File: config.mk
export PLATFORM = sky130hd
export DESIGN_NAME = pic_host_sequencer
export DESIGN_NICKNAME = d
export VERILOG_FILES = /design/src/rtl/pic_host_sequencer.sv
export SDC_FILE = /design/constraint.sdc
export NUM_CORES = 1
export LEC_CHECK = 0
export CELL_PAD_IN_SITES_DETAIL_PLACEMENT = 2
export CELL_PAD_IN_SITES_GLOBAL_PLACEMENT = 2
export CORE_MARGIN = 2
export CORE_UTILIZATION = 32
export DETAILED_ROUTE_END_ITERATION = 7
export MAX_ROUTING_LAYER = met4
export PLACE_DENSITY = 0.89
export RECOVER_POWER = 25
export SYNTH_ARGS = -nofsm -noshare
export SYNTH_HDL_FRONTEND = slang
export SYNTH_SLANG_ARGS = --single-unit
export TNS_END_PERCENT = 30
File: constraint.sdc
create_clock -name clk -period 4.3 [get_ports clk]
set_input_delay 0.86 -clock clk [delete_from_list [all_inputs] [get_ports clk]]
set_output_delay 0.86 -clock clk [all_outputs]
set_load 0.03 [all_outputs]
File: src/rtl/pic_host_sequencer.sv
// pic_host_sequencer: CPU-side initiator for an 8259-style PIC.
// Runs the ICW/OCW init, single OCW writes and the two-pulse INTA cycle.
module pic_host_sequencer #(
  parameter int WR_PULSE   = 2,
  parameter int INTA_PULSE = 2,
  parameter int INTA_GAP   = 1
) (
  input  logic       clk,
  input  logic       reset_n,
  input  logic       init_start,
  input  logic [7:0] icw1,
  input  logic [7:0] icw2,
  input  logic [7:0] icw3,
  input  logic [7:0] icw4,
  input  logic [7:0] init_mask,
  input  logic       cmd_valid,
  output logic       cmd_ready,
  input  logic       cmd_a0,
  input  logic [7:0] cmd_data,
  output logic       cs_n,
  output logic       wr_n,
  output logic       a0,
  output logic [7:0] data_out,
  output logic       data_oe,
  input  logic [7:0] data_in,
  input  logic       pic_int,
  output logic       inta_n,
  input  logic       ack_en,
  output logic       vec_valid,
  output logic [7:0] vec_data,
  output logic       init_done,
  output logic       busy
);

  localparam logic [2:0] S_IDLE   = 3'd0;
  localparam logic [2:0] S_SETUP  = 3'd1;
  localparam logic [2:0] S_STROBE = 3'd2;
  localparam logic [2:0] S_HOLD   = 3'd3;
  localparam logic [2:0] S_INTA1  = 3'd4;
  localparam logic [2:0] S_GAP    = 3'd5;
  localparam logic [2:0] S_INTA2  = 3'd6;
  localparam logic [2:0] S_VEC    = 3'd7;

  localparam logic [7:0] WR_LAST  = 8'(WR_PULSE - 1);
  localparam logic [7:0] IA_LAST  = 8'(INTA_PULSE - 1);
  localparam logic [7:0] GAP_LAST = 8'(INTA_GAP - 1);

  logic [2:0] state_q, state_d;
  logic [7:0] cnt_q, cnt_d;
  logic [2:0] step_q, step_d;
  logic [2:0] step_nx;
  logic       act_q, act_d;
  logic       done_q, done_d;
  logic       a0_q, a0_d;
  logic [7:0] dout_q, dout_d;
  logic [7:0] vec_q, vec_d;
  logic [7:0] w1_q, w2_q, w3_q, w4_q, wm_q;
  logic [7:0] nx_word;
  logic       sync1_q, sync2_q;
  logic       ack_go;
  logic       cs_n_q, wr_n_q, oe_q;
  logic       inta_n_q, vv_q, busy_q;

  // Step 0..4 = ICW1, ICW2, ICW3, ICW4, OCW1; 5 means finished.
  always_comb begin
    step_nx = step_q + 3'd1;
    if (step_nx == 3'd2 && w1_q[1]) step_nx = 3'd3;
    if (step_nx == 3'd3 && !w1_q[0]) step_nx = 3'd4;
  end

  always_comb begin
    case (step_nx)
      3'd1:    nx_word = w2_q;
      3'd2:    nx_word = w3_q;
      3'd3:    nx_word = w4_q;
      default: nx_word = wm_q;
    endcase
  end

  assign ack_go = sync2_q & ack_en & done_q;

  assign cmd_ready = (state_q == S_IDLE) & done_q
                   & ~ack_go & ~init_start;

  always_comb begin
    state_d = state_q;
    cnt_d   = cnt_q;
    step_d  = step_q;
    act_d   = act_q;
    done_d  = done_q;
    a0_d    = a0_q;
    dout_d  = dout_q;
    vec_d   = vec_q;
    case (state_q)
      S_IDLE: begin
        priority case (1'b1)
          init_start: begin
            done_d  = 1'b0;
            act_d   = 1'b1;
            step_d  = 3'd0;
            a0_d    = 1'b0;
            dout_d  = icw1 | 8'h10;
            state_d = S_SETUP;
          end
          act_q: begin
            if (step_nx == 3'd5) begin
              act_d  = 1'b0;
              done_d = 1'b1;
            end else begin
              step_d  = step_nx;
              a0_d    = 1'b1;
              dout_d  = nx_word;
              state_d = S_SETUP;
            end
          end
          ack_go: begin
            cnt_d   = '0;
            state_d = S_INTA1;
          end
          (cmd_valid && cmd_ready): begin
            a0_d    = cmd_a0;
            dout_d  = cmd_data;
            state_d = S_SETUP;
          end
          default: ;
        endcase
      end
      S_SETUP: begin
        cnt_d   = '0;
        state_d = S_STROBE;
      end
      S_STROBE: begin
        if (cnt_q == WR_LAST) state_d = S_HOLD;
        else cnt_d = cnt_q + 8'd1;
      end
      S_HOLD: state_d = S_IDLE;
      S_INTA1: begin
        if (cnt_q == IA_LAST) begin
          cnt_d   = '0;
          state_d = S_GAP;
        end else cnt_d = cnt_q + 8'd1;
      end
      S_GAP: begin
        if (cnt_q == GAP_LAST) begin
          cnt_d   = '0;
          state_d = S_INTA2;
        end else cnt_d = cnt_q + 8'd1;
      end
      S_INTA2: begin
        if (cnt_q == IA_LAST) begin
          vec_d   = data_in;
          state_d = S_VEC;
        end else cnt_d = cnt_q + 8'd1;
      end
      S_VEC:   state_d = S_IDLE;
      default: state_d = S_IDLE;
    endcase
  end

  always_ff @(posedge clk or negedge reset_n) begin
    if (!reset_n) begin
      state_q <= S_IDLE;
      cnt_q   <= '0;
      step_q  <= '0;
      act_q   <= 1'b0;
      done_q  <= 1'b0;
      a0_q    <= 1'b0;
      dout_q  <= '0;
      vec_q   <= '0;
    end else begin
      state_q <= state_d;
      cnt_q   <= cnt_d;
      step_q  <= step_d;
      act_q   <= act_d;
      done_q  <= done_d;
      a0_q    <= a0_d;
      dout_q  <= dout_d;
      vec_q   <= vec_d;
    end
  end

  always_ff @(posedge clk or negedge reset_n) begin
    if (!reset_n) begin
      w1_q <= '0;
      w2_q <= '0;
      w3_q <= '0;
      w4_q <= '0;
      wm_q <= '0;
    end else if (state_q == S_IDLE && init_start) begin
      w1_q <= icw1;
      w2_q <= icw2;
      w3_q <= icw3;
      w4_q <= icw4;
      wm_q <= init_mask;
    end
  end

  always_ff @(posedge clk or negedge reset_n) begin
    if (!reset_n) begin
      sync1_q <= 1'b0;
      sync2_q <= 1'b0;
    end else begin
      sync1_q <= pic_int;
      sync2_q <= sync1_q;
    end
  end

  // Strobes are registered from the next state so the pins stay glitch-free.
  always_ff @(posedge clk or negedge reset_n) begin
    if (!reset_n) begin
      cs_n_q   <= 1'b1;
      wr_n_q   <= 1'b1;
      oe_q     <= 1'b0;
      inta_n_q <= 1'b1;
      vv_q     <= 1'b0;
      busy_q   <= 1'b0;
    end else begin
      cs_n_q   <= !(state_d == S_SETUP || state_d == S_STROBE
                    || state_d == S_HOLD);
      oe_q     <= state_d == S_SETUP || state_d == S_STROBE
                  || state_d == S_HOLD;
      wr_n_q   <= state_d != S_STROBE;
      inta_n_q <= !(state_d == S_INTA1 || state_d == S_INTA2);
      vv_q     <= state_d == S_VEC;
      busy_q   <= state_d != S_IDLE;
    end
  end

  assign cs_n      = cs_n_q;
  assign wr_n      = wr_n_q;
  assign data_oe   = oe_q;
  assign a0        = a0_q;
  assign data_out  = dout_q;
  assign inta_n    = inta_n_q;
  assign vec_valid = vv_q;
  assign vec_data  = vec_q;
  assign init_done = done_q;
  assign busy      = busy_q;

endmodule

**After elaboration in Yosys (flattened, before gate mapping)**

Cells that the tools add are included.

- Equal/unequal tests: 28
- Muxes and demuxes: 39
- Reductions and logical operators: 24
- Bitwise gates (word level): 7
- Add/sub/neg operators: 2

Operators with widths:

| cell | count |
|---|---|
| 8-bit two-way mux | 11 |
| 3-bit two-way mux | 14 |
| 8-bit case mux with 5 select lines | 1 |
| 3-bit by 2-bit equality test with 1-bit output (second input constant) | 8 |
| 3-bit equality test (second input constant) | 8 |
| 8-bit case mux with 3 select lines | 1 |
| 3-bit case mux with 7 select lines | 1 |
| 1-bit two-way mux | 11 |
| 2-bit != test (second input constant) | 5 |
| 3-bit by 1-bit equality test with 1-bit output (second input constant) | 3 |
| 8-bit by 1-bit adder with 8-bit output (second input constant) | 1 |
| 8-bit by 1-bit equality test with 1-bit output (second input constant) | 1 |
| 8-bit zero test | 1 |
| 3-bit != test (second input constant) | 2 |
| 3-bit AND reduction | 2 |
| 3-bit nonzero test | 2 |
| 1-bit AND | 5 |
| 5-bit AND reduction | 1 |
| 5-bit nonzero test | 1 |
| 1-bit logical AND | 4 |
| 4-bit AND reduction | 1 |
| 2-bit nonzero test | 2 |
| 2-bit OR reduction | 2 |
| 3-bit by 1-bit adder with 3-bit output (second input constant) | 1 |
| other kinds (6) | 11 |

- Output and inout port bits: 25
- Register bits after elaboration: 75
- Word-level logic and storage cells: 121
- Input bits: 63

**Depth between registers and ports, before layout**

- Word-level depth: 16
- Gate-level depth with buffers: 8
- Mapped depth without buffers: 7

**Worst setup path after synthesis**

OpenSTA, ideal clock, no wires.

- Path type: input-to-output
- From: input init_start
- To: output cmd_ready
- Required time: 3.440 ns
- Path slack: 1.519 ns
- Arrival: 1.921 ns
- Stages: 3
- Path buffers: 2
- Path through: clkbuf_1 clkbuf_1 nor3_1

- Cells in the longest elaborated chain, start to end: 2

RTL lines:

| what | line | text |
|---|---|---|
| from (decl) | 10 | `input logic init_start,` |
| 1-bit NOT | 83 | `& ~ack_go & ~init_start;` |
| 1-bit AND | 83 |  |
| to (decl) | 17 | `output logic cmd_ready,` |

No other way between the ends.

**Final worst setup path**

Same ends and word-level chain as after synthesis.

==> summary.txt <==
Place
  • Placed cell area: 0.00462 mm²
  • Dpl hpwl: 7.58 mm
  • GP Congestion: a little over 0.8
  • Setup Slack @ Placement: between 1000 and 1500 ps
  • Count of input and output buffers: 86

Setup path
  • Critical path class: in -> out
  • Nature of the critical path startpoint: primary input
  • Worst EP arrival: 2340 ps
  • Worst reg2reg path endpoint: data_out[0]
  • Worst Reg-to-Reg Cells: 7
  • Worst endpoint required time: 3440 ps
  • Endpoint class of the critical path: output pin
  • Reg2Reg Launch Point: step_q[0]
  • R2r setup slk: 1560 ps
  • Worst-path maximum fanout: 17

Power and ir drop
  • Peak supply drop: around 0.00016 V
  • Pwr Density: 336 mW/mm²
  • Leak Pwr: 2.24 nW
  • Total power draw: 0.00166 W

STA
  • Period Utilization, post-route: 74.3%
  • Clock skew: approximately 5.1 ps
  • Fin crit period: about 3200 ps
  • RSZ-0062 raised after global routing: no
  • Final worst slack: 1100 ps
  • Tightest Pin Transition: 1910 ps
  • Max Clock Freq: 313 MHz
  • Slew Limit Fails: 76
  • Slew HR: -27.2%
  • Final setup violation count: 0
  • Final Hold Vio Count: 0
  • Setup tns final: 0 ps

Clock tree
  • Clk buf depth: 2
  • CTS Buf Count: 9
  • Clock sink count: 75
  • CTS tree: built
  • H-tree depth: 3
  • Cts repair resizes: 0
  • Clock root buffer: clkbuf_16
  • Setup bufs post-CTS: 0
  • Hold-fix buffers, CTS: 0
  • Skew-Pair Late Insertion Delay: 340 ps
  • Clk pin slew, worst setup/hold paths: 60 ps

Drt
  • WL per Instance: 18.3 µm
  • Antenna viol nets, final: 0
  • First-pass iteration count of the detailed router: 4
  • Final WL: roughly 11 mm
  • Drt drc: 0
  • Via density: ~5.2
  • Vias: 3174
  • Initial drt markers: 114

Die
  • DIE AREA: 0.0123 mm²
  • Standard-cell rows: 39
  • Die Y-Extent: 111 µm
  • Die Width: 111 µm
  • Core area: 0.0113 mm²
  • IO Count: 88
  • Starting density of the core: 32.4%

Logic synthesis
  • Syn_area_per_cell: 9.49 µm²
  • Yosys warns: 0
  • Gate Count Post-Synth: 385
  • Synth Cell Area: 0.00365 mm²
  • Primary FF master, synth: dfrtp_1
  • Syn_nets: 454
  • Seq/Total Area, Yosys: roughly half
  • Post-synth EDFFs: 0
  • Post-synth cell types: 53
  • Number of synthesized register bits: 75
  • Async S/R FF share, synth: 100%

Final layout
  • Number of fill cells in the layout: 1217
  • Share of cells above drive strength 1: a little under a tenth
  • Layout Nets: 536
  • Final instance area: 0.00495 mm²
  • P&R area growth vs syn: 35.5%
  • Diodes inserted: 0

Hold path
  • Tightest Hold Check Type: reg -> reg
  • Hold Path Sink: sync2_q
  • Hold path cells: 0
  • Worst hold start: sync1_q

Global routing
  • Initial antenna violation count: 0
  • All-layer global routing usage: 19.7%
  • Largest net degree at the start of global routing: 76
  • Global-route wire length before repair: 18.7 mm
  • Vias in the first global route: 3510
  • Total grt overflow: 0

Outcome
  • Violated checks: max-capacitance violations, max-slew violations
  • Outcome: finished with violations

Run
  • Total of max-cap violations: 1
## kinds of logic (layout without fill, tap and decap cells)
kind of cell / after synthesis / in the layout / share of synthesized area, %
compound gates: 70 / 70 / 14.2
xor+xnor: 2 / 2 / 0.480
fa+ha+maj: 6 / 6 / 2.06
buf+inv: 35 / 122 / 4.28
flops: 75 / 75 / 51.5
mux: 23 / 23 / 6.58
simple gates: 174 / 174 / 20.9
## critical path: stages
cell and delay (ps):
clkdlybuf4s50_1 390, buf_4 200, nor3_1 190, clkdlybuf4s50_1 690
## sequential cells by signal (all words and copies together) (netlist names), 2 cells and up
register and flops:
cnt_q 8, data_out 8, state_q 3, step_q 3, vec_data 8, w1_q 2
w2_q 8, w3_q 8, w4_q 8, wm_q 8
## Yosys cell counts, drive strengths merged (3+ instances only)
| library cell | number | area share [%] |
|---|---|---|
| o21ai | 15 | 2.1 |
| a22o | 10 | 2.4 |
| nand3 | 9 | 1.2 |
| a21o | 4 | 0.82 |
| dfstp | 3 | 2.2 |
| dfrtp | 72 | 49 |
| o31ai | 3 | 0.62 |
| o2bb2ai | 3 | 0.72 |
| a211oi | 4 | 0.82 |
| or2 | 5 | 0.86 |
| nand2 | 116 | 12 |
| nor2b | 3 | 0.51 |
| nor2 | 17 | 1.8 |
| inv | 16 | 1.6 |
| nor3 | 3 | 0.41 |
| nand2b | 4 | 0.69 |
| mux2i | 15 | 4.1 |
| buf | 10 | 1.7 |
| a222oi | 4 | 1.1 |
| clkbuf | 9 | 0.92 |
| and2 | 3 | 0.51 |
| nand4 | 5 | 0.86 |
| a21oi | 8 | 1.1 |
| ha | 6 | 2.1 |
| mux2 | 8 | 2.5 |
## metrics by stage
stage	util, %	hold WS (ps)	std cells
finish	43.9	356	615
global route	43.9	359	615
CTS	43.9	358	615
detailed placement	41.0	344	599
global placement	41.0	344	599
floorplan	-	331	385
## layer usage
layer	GRT usage [%]	vias to the layer above	share of wire (%)
met2	31.6	78	50
met3	3.72	28	4.5
li1	-	1486	-
met1	24.6	1582	43
met4	8.33	0	2.6
met5	-	-	0
## final cells by class
cell class / instances / area [µm²] / area share [%]
Clock buffer: 11 / 253 / 5.11
Clock inverter: 5 / 75.1 / 1.52
Inverter: 16 / 60.1 / 1.21
Multi-Input combinational cell: 275 / 1620 / 32.6
Sequential cell: 75 / 1880 / 38.0
Tap cell: 143 / 179 / 3.62
Timing Repair Buffer: 90 / 886 / 17.9
## layout by cell type, fill, tap and decap left out, types with 2 or more instances in the layout
master,instances
mux2i_1,15
a21bo_2,2
o22ai_1,2
a211oi_1,4
nand4_1,5
o2bb2ai_1,3
nand2b_1,4
o21ai_0,15
clkinv_2,3
nand3b_1,2
nor2b_1,3
dfstp_2,3
clkbuf_16,9
or2_2,4
mux2_2,8
inv_1,16
a21oi_1,8
nor3_1,3
a21o_1,4
bufinv_16,2
ha_1,6
buf_4,4
and2_1,3
and3_1,2
nand2_1,115
nor2_1,16
o31ai_1,3
a222oi_1,4
o21bai_1,2
o211ai_1,2
clkdlybuf4s50_1,84
a22o_1,10
clkbuf_8,2
dfrtp_1,72
nand3_1,9
## worst max-delay path by stage
stage	startpoint	endpoint	slack, ps	depth (start not counted)
floorplan	init_start	cmd_ready	1520	3
global placement	init_start	cmd_ready	1100	4
detailed placement	init_start	cmd_ready	1090	4
CTS	init_start	cmd_ready	1100	4
global route	init_start	cmd_ready	1010	4
finish	init_start	cmd_ready	1100	4
## power by group
| group | total, W | switching, W | internal [W] |
|---|---|---|---|
| Sequential | 0.000717 | 0.00000452 | 0.000713 |
| Clock | 0.000836 | 0.000299 | 0.000537 |
| Combinational | 0.000109 | 0.0000445 | 0.0000640 |
Power figures use the tool's default switching activity.
